==> config.mk <==
export PLATFORM = sky130hd
export DESIGN_NAME = strobe_delay_multi_flat
export DESIGN_NICKNAME = d
export VERILOG_FILES = /design/src/rtl/strobe_delay_multi_pkg.sv /design/src/rtl/strobe_delay_multi_if.sv /design/src/rtl/strobe_delay_multi_ch.sv /design/src/rtl/strobe_delay_multi.sv /design/src/flat_wrapper.sv
export SDC_FILE = /design/constraint.sdc
export NUM_CORES = 1
export LEC_CHECK = 0
export CORE_MARGIN = 2
export CORE_UTILIZATION = 40
export DETAILED_ROUTE_END_ITERATION = 10
export SYNTH_ARGS = -nofsm -noshare
export SYNTH_HDL_FRONTEND = slang
export SYNTH_SLANG_ARGS = --single-unit
export TNS_END_PERCENT = 1
==> constraint.sdc <==
create_clock -name CLK -period 8.53 [get_ports CLK]
set_clock_uncertainty 0.2 [all_clocks]
set_input_delay 2.1325 -clock CLK [delete_from_list [all_inputs] [get_ports CLK]]
set_output_delay 2.1325 -clock CLK [all_outputs]
set_load 0.05 [all_outputs]
==> src/rtl/strobe_delay_multi_pkg.sv <==
// strobe_delay_multi: shared types and helpers.
// Edge-mode encoding and delay clamping used by top and channels.
package strobe_delay_pkg;

  typedef enum logic [1:0] {
    EM_RISE = 2'b00,
    EM_FALL = 2'b01,
    EM_BOTH = 2'b10
  } edge_mode_t;

  // Zero means one cycle; anything past the chain length saturates.
  function automatic int unsigned clamp_dly(
    input int unsigned d,
    input int unsigned max_d
  );
    if (d == 0) return 1;
    else if (d > max_d) return max_d;
    else return d;
  endfunction

  // The reserved code 11 behaves as rise.
  function automatic edge_mode_t decode_mode(input logic [1:0] m);
    edge_mode_t r;
    unique case (m)
      2'b01:   r = EM_FALL;
      2'b10:   r = EM_BOTH;
      default: r = EM_RISE;
    endcase
    return r;
  endfunction

endpackage

==> src/rtl/strobe_delay_multi_if.sv <==
// strobe_delay_multi: config, strobe and status bundle.
// master drives config and raw strobes; slave returns pulses.
interface strobe_delay_multi_if #(
  parameter int unsigned N_CH  = 4,
  parameter int unsigned DLY_W = 4,
  parameter int unsigned PW_W  = 4
);
  logic             en;
  logic [DLY_W-1:0] dly_cfg;
  logic [1:0]       edge_mode;
  logic [PW_W-1:0]  pw_cfg;
  logic [N_CH-1:0]  strob_in;
  logic [N_CH-1:0]  strob_main;
  logic             busy;

  modport master (
    output en, dly_cfg, edge_mode, pw_cfg, strob_in,
    input  strob_main, busy
  );

  modport slave (
    input  en, dly_cfg, edge_mode, pw_cfg, strob_in,
    output strob_main, busy
  );
endinterface

==> src/rtl/strobe_delay_multi_ch.sv <==
// strobe_delay_ch: one strobe channel.
// Delay chain, tap mux, edge detect and retriggerable stretcher.
module strobe_delay_ch
  import strobe_delay_pkg::*;
#(
  parameter int unsigned MAX_DELAY = 8,
  parameter int unsigned DLY_W     = 4,
  parameter int unsigned PW_W      = 4
) (
  input  logic             clk,
  input  logic             clr,
  input  logic             en,
  input  logic [DLY_W-1:0] dly,
  input  edge_mode_t       mode,
  input  logic [PW_W-1:0]  pw,
  input  logic             strob_in,
  output logic             strob_main
);

  // chain[i] holds the input as sampled i+1 edges ago.
  logic [MAX_DELAY:0] chain;
  logic               tap;
  logic               prev;
  logic               rise;
  logic               fall;
  logic               ev;
  logic [PW_W-1:0]    cnt;

  // Shift register runs whenever not in reset, even with en low.
  always_ff @(posedge clk) begin
    if (clr) chain <= '0;
    else     chain <= {chain[MAX_DELAY-1:0], strob_in};
  end

  // Select the delayed sample and the one just behind it.
  always_comb begin
    tap  = 1'b0;
    prev = 1'b0;
    for (int i = 1; i <= int'(MAX_DELAY); i++) begin
      if (dly == DLY_W'(i)) begin
        tap  = chain[i-1];
        prev = chain[i];
      end
    end
  end

  assign rise = tap & ~prev;
  assign fall = ~tap & prev;

  // Pick the event for the configured edge mode.
  always_comb begin
    ev = rise;
    unique case (1'b1)
      (mode == EM_FALL): ev = fall;
      (mode == EM_BOTH): ev = rise | fall;
      default:           ev = rise;
    endcase
  end

  // Stretch counter: reload on event, count down otherwise.
  always_ff @(posedge clk) begin
    if (clr || !en)    cnt <= '0;
    else if (ev)       cnt <= pw - PW_W'(1);
    else if (cnt != 0) cnt <= cnt - PW_W'(1);
  end

  assign strob_main = en & (ev | (cnt != '0));

endmodule

==> src/rtl/strobe_delay_multi.sv <==
// strobe_delay_multi: N-channel strobe delay and edge stretcher.
// Latches shared config while disabled; fans out to channels.
module strobe_delay_multi
  import strobe_delay_pkg::*;
#(
  parameter int unsigned N_CH      = 4,
  parameter int unsigned MAX_DELAY = 8,
  parameter int unsigned PW_W      = 4
) (
  input  logic                CLK,
  input  logic                CLR,
  strobe_delay_multi_if.slave bus
);

  localparam int unsigned DLY_W = $clog2(MAX_DELAY + 1);

  logic [DLY_W-1:0] dly;
  edge_mode_t       mode;
  logic [PW_W-1:0]  pw;
  logic [DLY_W-1:0] dly_in;
  logic [PW_W-1:0]  pw_in;
  logic [N_CH-1:0]  main_vec;

  assign dly_in = DLY_W'(clamp_dly(32'(bus.dly_cfg), MAX_DELAY));
  assign pw_in  = (bus.pw_cfg == '0) ? PW_W'(1) : bus.pw_cfg;

  // Config is captured only while disabled, held while running.
  always_ff @(posedge CLK) begin
    if (CLR) begin
      dly  <= DLY_W'(1);
      mode <= EM_RISE;
      pw   <= PW_W'(1);
    end else if (!bus.en) begin
      dly  <= dly_in;
      mode <= decode_mode(bus.edge_mode);
      pw   <= pw_in;
    end
  end

  for (genvar g = 0; g < int'(N_CH); g++) begin : g_ch
    strobe_delay_ch #(
      .MAX_DELAY (MAX_DELAY),
      .DLY_W     (DLY_W),
      .PW_W      (PW_W)
    ) u_ch (
      .clk        (CLK),
      .clr        (CLR),
      .en         (bus.en),
      .dly        (dly),
      .mode       (mode),
      .pw         (pw),
      .strob_in   (bus.strob_in[g]),
      .strob_main (main_vec[g])
    );
  end

  assign bus.strob_main = main_vec;
  assign bus.busy       = |main_vec;

endmodule

==> src/flat_wrapper.sv <==
// flat-port wrapper written by rule: the top's interface ports become plain ports
module strobe_delay_multi_flat import strobe_delay_pkg::*;
#(
  parameter int unsigned N_CH      = 4,
  parameter int unsigned MAX_DELAY = 8,
  parameter int unsigned PW_W      = 4
)
  (CLK, CLR, bus_en, bus_dly_cfg, bus_edge_mode, bus_pw_cfg, bus_strob_in, bus_strob_main, bus_busy);
  strobe_delay_multi_if #(.N_CH(N_CH), .DLY_W(4), .PW_W(PW_W)) bus_i ();
  input  logic CLK;
  input  logic CLR;
  input wire logic [$bits(bus_i.en)-1:0] bus_en;
  input wire logic [$bits(bus_i.dly_cfg)-1:0] bus_dly_cfg;
  input wire logic [$bits(bus_i.edge_mode)-1:0] bus_edge_mode;
  input wire logic [$bits(bus_i.pw_cfg)-1:0] bus_pw_cfg;
  input wire logic [$bits(bus_i.strob_in)-1:0] bus_strob_in;
  output wire logic [$bits(bus_i.strob_main)-1:0] bus_strob_main;
  output wire logic [$bits(bus_i.busy)-1:0] bus_busy;
  assign bus_i.en = bus_en;
  assign bus_i.dly_cfg = bus_dly_cfg;
  assign bus_i.edge_mode = bus_edge_mode;
  assign bus_i.pw_cfg = bus_pw_cfg;
  assign bus_i.strob_in = bus_strob_in;
  assign bus_strob_main = bus_i.strob_main;
  assign bus_busy = bus_i.busy;
  strobe_delay_multi #(.N_CH(N_CH), .MAX_DELAY(MAX_DELAY), .PW_W(PW_W)) u_core (.CLK(CLK), .CLR(CLR), .bus(bus_i));
endmodule
Yosys cells after proc, flatten, opt, wreduce, memory -nomap -nowiden
Cells that the tools add are included.
{ "op_classes": {"n_addsub": 5, "order_cmp": 1, "n_eq_ne": 12, "muxes": 80, "n_bitwise": 28, "n_reduce_logical": 13} }
{ "op_table": {"columns": ["cell", "count"], "rows": [
  ["$mux W1", 64],
  ["$mux W4", 11],
  ["$sub A4 B1 Y4 const B", 5],
  ["$eq A4 B3 Y1 const B", 4],
  ["$reduce_bool A4 Y1", 4],
  ["$and A1 B1 Y1", 12],
  ["$eq A4 B2 Y1 const B", 2],
  ["$logic_not A4 Y1", 2],
  ["$not A1 Y1", 8],
  ["$or A1 B1 Y1", 8],
  ["$pmux W1 S2", 4],
  ["$reduce_bool A2 Y1", 4],
  ["$eq A2 B1 Y1 const B", 2],
  ["$eq A2 B2 Y1 const B", 2],
  ["$eq A4 B1 Y1 const B", 1],
  ["$eq A4 B4 Y1 const B", 1],
  ["$gt A4 B4 Y1 const B", 1],
  ["$pmux W2 S2", 1],
  ["$reduce_or A4 Y1", 1],
  ["$logic_not A1 Y1", 1],
  ["$logic_or A1 B1 Y1", 1]
]} }
{ "totals": {"reg_bits": 62, "input_bits": 17, "output_inout_bits": 5, "wordCells": 150} }

Longest topological paths before layout
{ "depth": {"depth_word": 16, "depth_mapped": 12, "depth_no_buf": 9} }

By module
Synthesis repeated with hierarchy kept, for this count alone.
{ "hier_totals": {"hier_cells": 387, "area_unflattened_um2": 3565.9} }
{ "modules_own_cells": {"columns": ["mod", "n_inst", "cells_each", "area_each_um2", "seq_area_each_um2"], "rows": [
  ["strobe_delay_ch", 4, 87, 793.3, 260.2],
  ["strobe_delay_multi", 1, 39, 392.9, 200.2]
]} }

Worst setup path before layout
OpenSTA, ideal clock, no wires.
{ "synth_path": {"path_kind": "input to output", "startpoint": "input port bus_en", "endpoint": "output port bus_busy", "arrival_time_ns": 2.985, "required_time_ns": 6.198, "path_slack_ns": 3.213, "stages": 3, "n_path_buf": 1, "cell_sequence": "clkbuf_1 > o21ai_1 > nand4_1"} }
{ "synth_between": {"elab_chain_len": 2, "word_cells_on_any_way": 5} }
{ "synth_rtl": {"columns": ["element", "line", "rtl"], "rows": [
  ["start: declaration", "flat_wrapper.sv:12", "input wire logic [$bits(bus_i.en)-1:0] bus_en;"],
  ["$and A1 B1 Y1", "strobe_delay_multi_ch.sv:67", "assign strob_main = en & (ev | (cnt != '0));"],
  ["$reduce_or A4 Y1 *", "strobe_delay_multi.sv:58", "assign bus.busy = |main_vec;"],
  ["end: declaration", "flat_wrapper.sv:18", "output wire logic [$bits(bus_i.busy)-1:0] bus_busy;"]
]} }
Mark *: on every way between the ends. The rest lies on a longest branch, timed or not.

Final worst setup path
Ends and elaborated chain as after synthesis.

==> flow_metrics.py <==
metrics = {
    "final_layout": {
        "fin_nets": 422,
        "areaGrowthSynthToFinish_pct": 12.2,
        "fillCellCount": 782,
        "final_layout_size_suffix_gt1_frac": 0.0793,
        "antennaDiodeCount": 0,
    },
    "global_routing": {
        "grt_overflow_total": 0,
        "grt_pass1_wl_um": 11600,
        "antenna_found_initial": 0,
        "grt_usage": 0.151,
        "grt_max_degree": 56,
        "grt_pass1_vias": 2502,
    },
    "setup_path": {
        "startpoint_type": "input pin",
        "worst-path-max-fanout": 20,
        "worstSetupPathType": "input pin to primary output",
        "cp.arrival_ns": 4.35,
        "crit_path_end_kind": "primary output",
        "required_ns": 6.20,
    },
    "cts": {
        "htreeDepth": 3,
        "cts_setup_buffers": 0,
        "postCtsHoldBufs": 0,
        "cts_buffer_depth": 2,
        "numClockSinks": 62,
        "cts_tree": "done",
        "cts_resized": 0,
        "worstSkewPairLatency_ns": 0.35,
        "cts_inserted_buffers": 9,
        "cts_root_buffer": "clkbuf_8",
        "cts.reportedPaths.clkPinSlew_ns": 0.08,
    },
    "power_and_ir_drop": {
        "powerDensity_nw_per_um2": 207,
        "p_sw_frac": 0.326,
        "p_leak_nw": 1.53,
        "p_clk_frac": 0.335,
        "net-switching-power_uw": 261,
        "p_int_uw": 540,
        "power_frac_seq": 0.398,
        "power_uw": 800,
        "p_comb_frac": 0.267,
        "ir_drop_mv": 0.0965,
    },
    "detailed_routing": {
        "post_drt_via_cell_ratio": 5.15,
        "drcViolationCount": 0,
        "routed_wl_um": 6620,
        "via_count": 2553,
        "postRouteAntennaNets": 0,
        "drtIter0Drc": 118,
        "dr.pass1.iters": 4,
        "avgRoutedWirePerCell_um": 13.3,
    },
    "timing": {
        "maxSlewViolCount": 0,
        "rsz0062_at_grt": "no",
        "fmax_mhz": 150,
        "tns_ns": 0,
        "min_period_over_period": 0.784,
        "setup_violations": 0,
        "worst-slew-pin-transition_ns": 0.996,
        "slew_headroom": 0.335,
        "period_needed_ns": 6.69,
        "hold_viol_final": 0,
    },
    "floorplan": {
        "chipWidth_um": 96.9,
        "initial_core_util": 0.416,
        "coreArea_sq_um": 8300,
        "chipHeight_um": 96.9,
        "ios": 22,
        "num_rows": 33,
        "die-area_sq_um": 9380,
    },
    "place": {
        "numPortBuffers": 21,
        "place.gp.congestion": 0.754,
        "hpwlAfterDp_um": 4630,
    },
    "yosys": {
        "synth_cells": 377,
        "avgSynthCellArea_sq_um": 9.15,
        "synth_area_sq_um": 3450,
        "synth_nets": 413,
        "synth_warnings": 0,
        "async_flop_share": 0,
        "ys.flop_type": "dfxtp_1",
        "synth_edf_count": 0,
        "synthDistinctLibCells": 42,
        "synth_seq_area_share": 0.360,
        "ys_ff_latch": 62,
    },
    "flow_run": {
        "max_cap_violations": 0,
    },
    "run_status": {
        "status": "finished clean",
    },
    "min_path": {
        "min_path_type": "flip-flop to flip-flop",
    },
}
routing by layer:
| layer | part of all wire | global-route usage | routed length, um | up-vias |
|---|---|---|---|---|
| li1 | - | - | - | 1322 |
| met1 | 0.51 | 0.202 | 3400 | 1185 |
| met2 | 0.44 | 0.231 | 2900 | 32 |
| met3 | 0.027 | 0.0383 | 179 | 14 |
| met4 | 0.021 | 0.0661 | 136 | 0 |
| met5 | 0 | 0 | 0 | - |
final cells by class:
| cell class | count | area (sq um) | area share |
|---|---|---|---|
| multi-input combinational | 264 | 1970 | 0.510 |
| sequential | 62 | 1240 | 0.321 |
| timing repair buffer | 23 | 220 | 0.0569 |
| tap | 105 | 131 | 0.0340 |
| clock buffer | 9 | 124 | 0.0320 |
| inverter | 26 | 97.6 | 0.0252 |
| clock inverter | 7 | 80.1 | 0.0207 |
state kept, by name (all words and copies together) (netlist names):
register	cells
u_core.g_ch.u_ch.cnt	16
u_core.g_ch.u_ch.chain	36
u_core.mode	2
u_core.pw	4
u_core.dly	4
path summary, 6_finish.rpt:
kind                                start                      endpoint  slack (ns)  depth (start not counted)
max                                bus_en                      bus_busy        1.84                          4
min          u_core.g_ch[1].u_ch.chain[0]  u_core.g_ch[1].u_ch.chain[1]        0.27                          1
max reg2reg                 u_core.dly[2]    u_core.g_ch[1].u_ch.cnt[3]        5.17                          9
min reg2reg  u_core.g_ch[1].u_ch.chain[0]  u_core.g_ch[1].u_ch.chain[1]        0.27                          1
critical path, stage by stage:
cell             delay, ns
clkdlybuf4s50_1       0.96
o21ai_1               0.29
nand4_1               0.16
clkdlybuf4s50_1       0.81
stage by stage:
stage | hold WS, ns | instances | util | area (sq um) | setup WS (ns)
2_1_floorplan | 0.237 | 377 | - | 3450 | 3.21
3_3_place_gp | 0.245 | 480 | 0.442 | 3660 | 1.87
3_5_place_dp | 0.257 | 480 | 0.442 | 3660 | 1.86
4_1_cts | 0.270 | 496 | 0.466 | 3870 | 1.83
5_1_grt | 0.281 | 496 | 0.466 | 3870 | 1.69
6_report | 0.268 | 496 | 0.466 | 3870 | 1.84
cell usage in the layout (no fill, tap or decap), types with 6 or more instances in the layout:
cell,instances
o211ai_1,6
nor3b_1,6
a211oi_1,6
xor2_1,10
mux2i_1,40
inv_1,26
a2bb2oi_1,6
nand2b_1,7
nor3_1,15
o211a_1,6
ha_1,19
a21oi_1,13
dfxtp_1,62
nor2_1,33
nand2_1,16
nor2b_1,34
clkdlybuf4s50_1,20
clkbuf_8,9
power groups by stage:
stage / Clock (mW) / Combinational, mW / Sequential [mW]
CTS: 0.277 / 0.216 / 0.318
finish: 0.268 / 0.214 / 0.318
floorplan: 0 / 0.177 / 0.321
global placement: 0 / 0.211 / 0.325
global route: 0.292 / 0.239 / 0.321
detailed placement: 0 / 0.214 / 0.325
cell usage after synthesis (4+ instances only):
| cell | instances | area, sq um |
|---|---|---|
| buf_4 | 5 | 37.5 |
| o21ai_1 | 4 | 20.0 |
| nor2b_1 | 34 | 213 |
| buf_2 | 7 | 35.0 |
| dfxtp_1 | 62 | 1240 |
| ha_1 | 19 | 238 |
| inv_1 | 26 | 97.6 |
| a211oi_1 | 6 | 45.0 |
| clkbuf_1 | 9 | 33.8 |
| nand2b_1 | 7 | 43.8 |
| o21a_1 | 5 | 37.5 |
| nor2_1 | 33 | 124 |
| xnor2_1 | 4 | 35.0 |
| nor3b_1 | 6 | 45.0 |
| a21oi_1 | 13 | 65.1 |
| a2bb2oi_1 | 6 | 52.6 |
| a31oi_2 | 4 | 50.1 |
| o211a_1 | 6 | 60.1 |
| o211ai_1 | 6 | 45.0 |
| nor3_1 | 15 | 75.1 |
| o221ai_1 | 5 | 43.8 |
| nand2_1 | 16 | 60.1 |
| xor2_1 | 10 | 87.6 |
| mux2i_1 | 40 | 400 |
cell families (layout without fill, tap and decap cells):
kind of cell / count (synthesis) / in the layout / synth area share
and+or+nand+nor: 122 / 122 / 0.193
adders and majority gates: 19 / 19 / 0.0689
DFF: 62 / 62 / 0.360
muxes: 40 / 40 / 0.116
xor gates and xnor gates: 14 / 14 / 0.0355
AOI/OAI and AO/OA: 69 / 69 / 0.159
buffers and inverters: 51 / 65 / 0.0678
No activity file was read; power rests on OpenSTA's default activity.
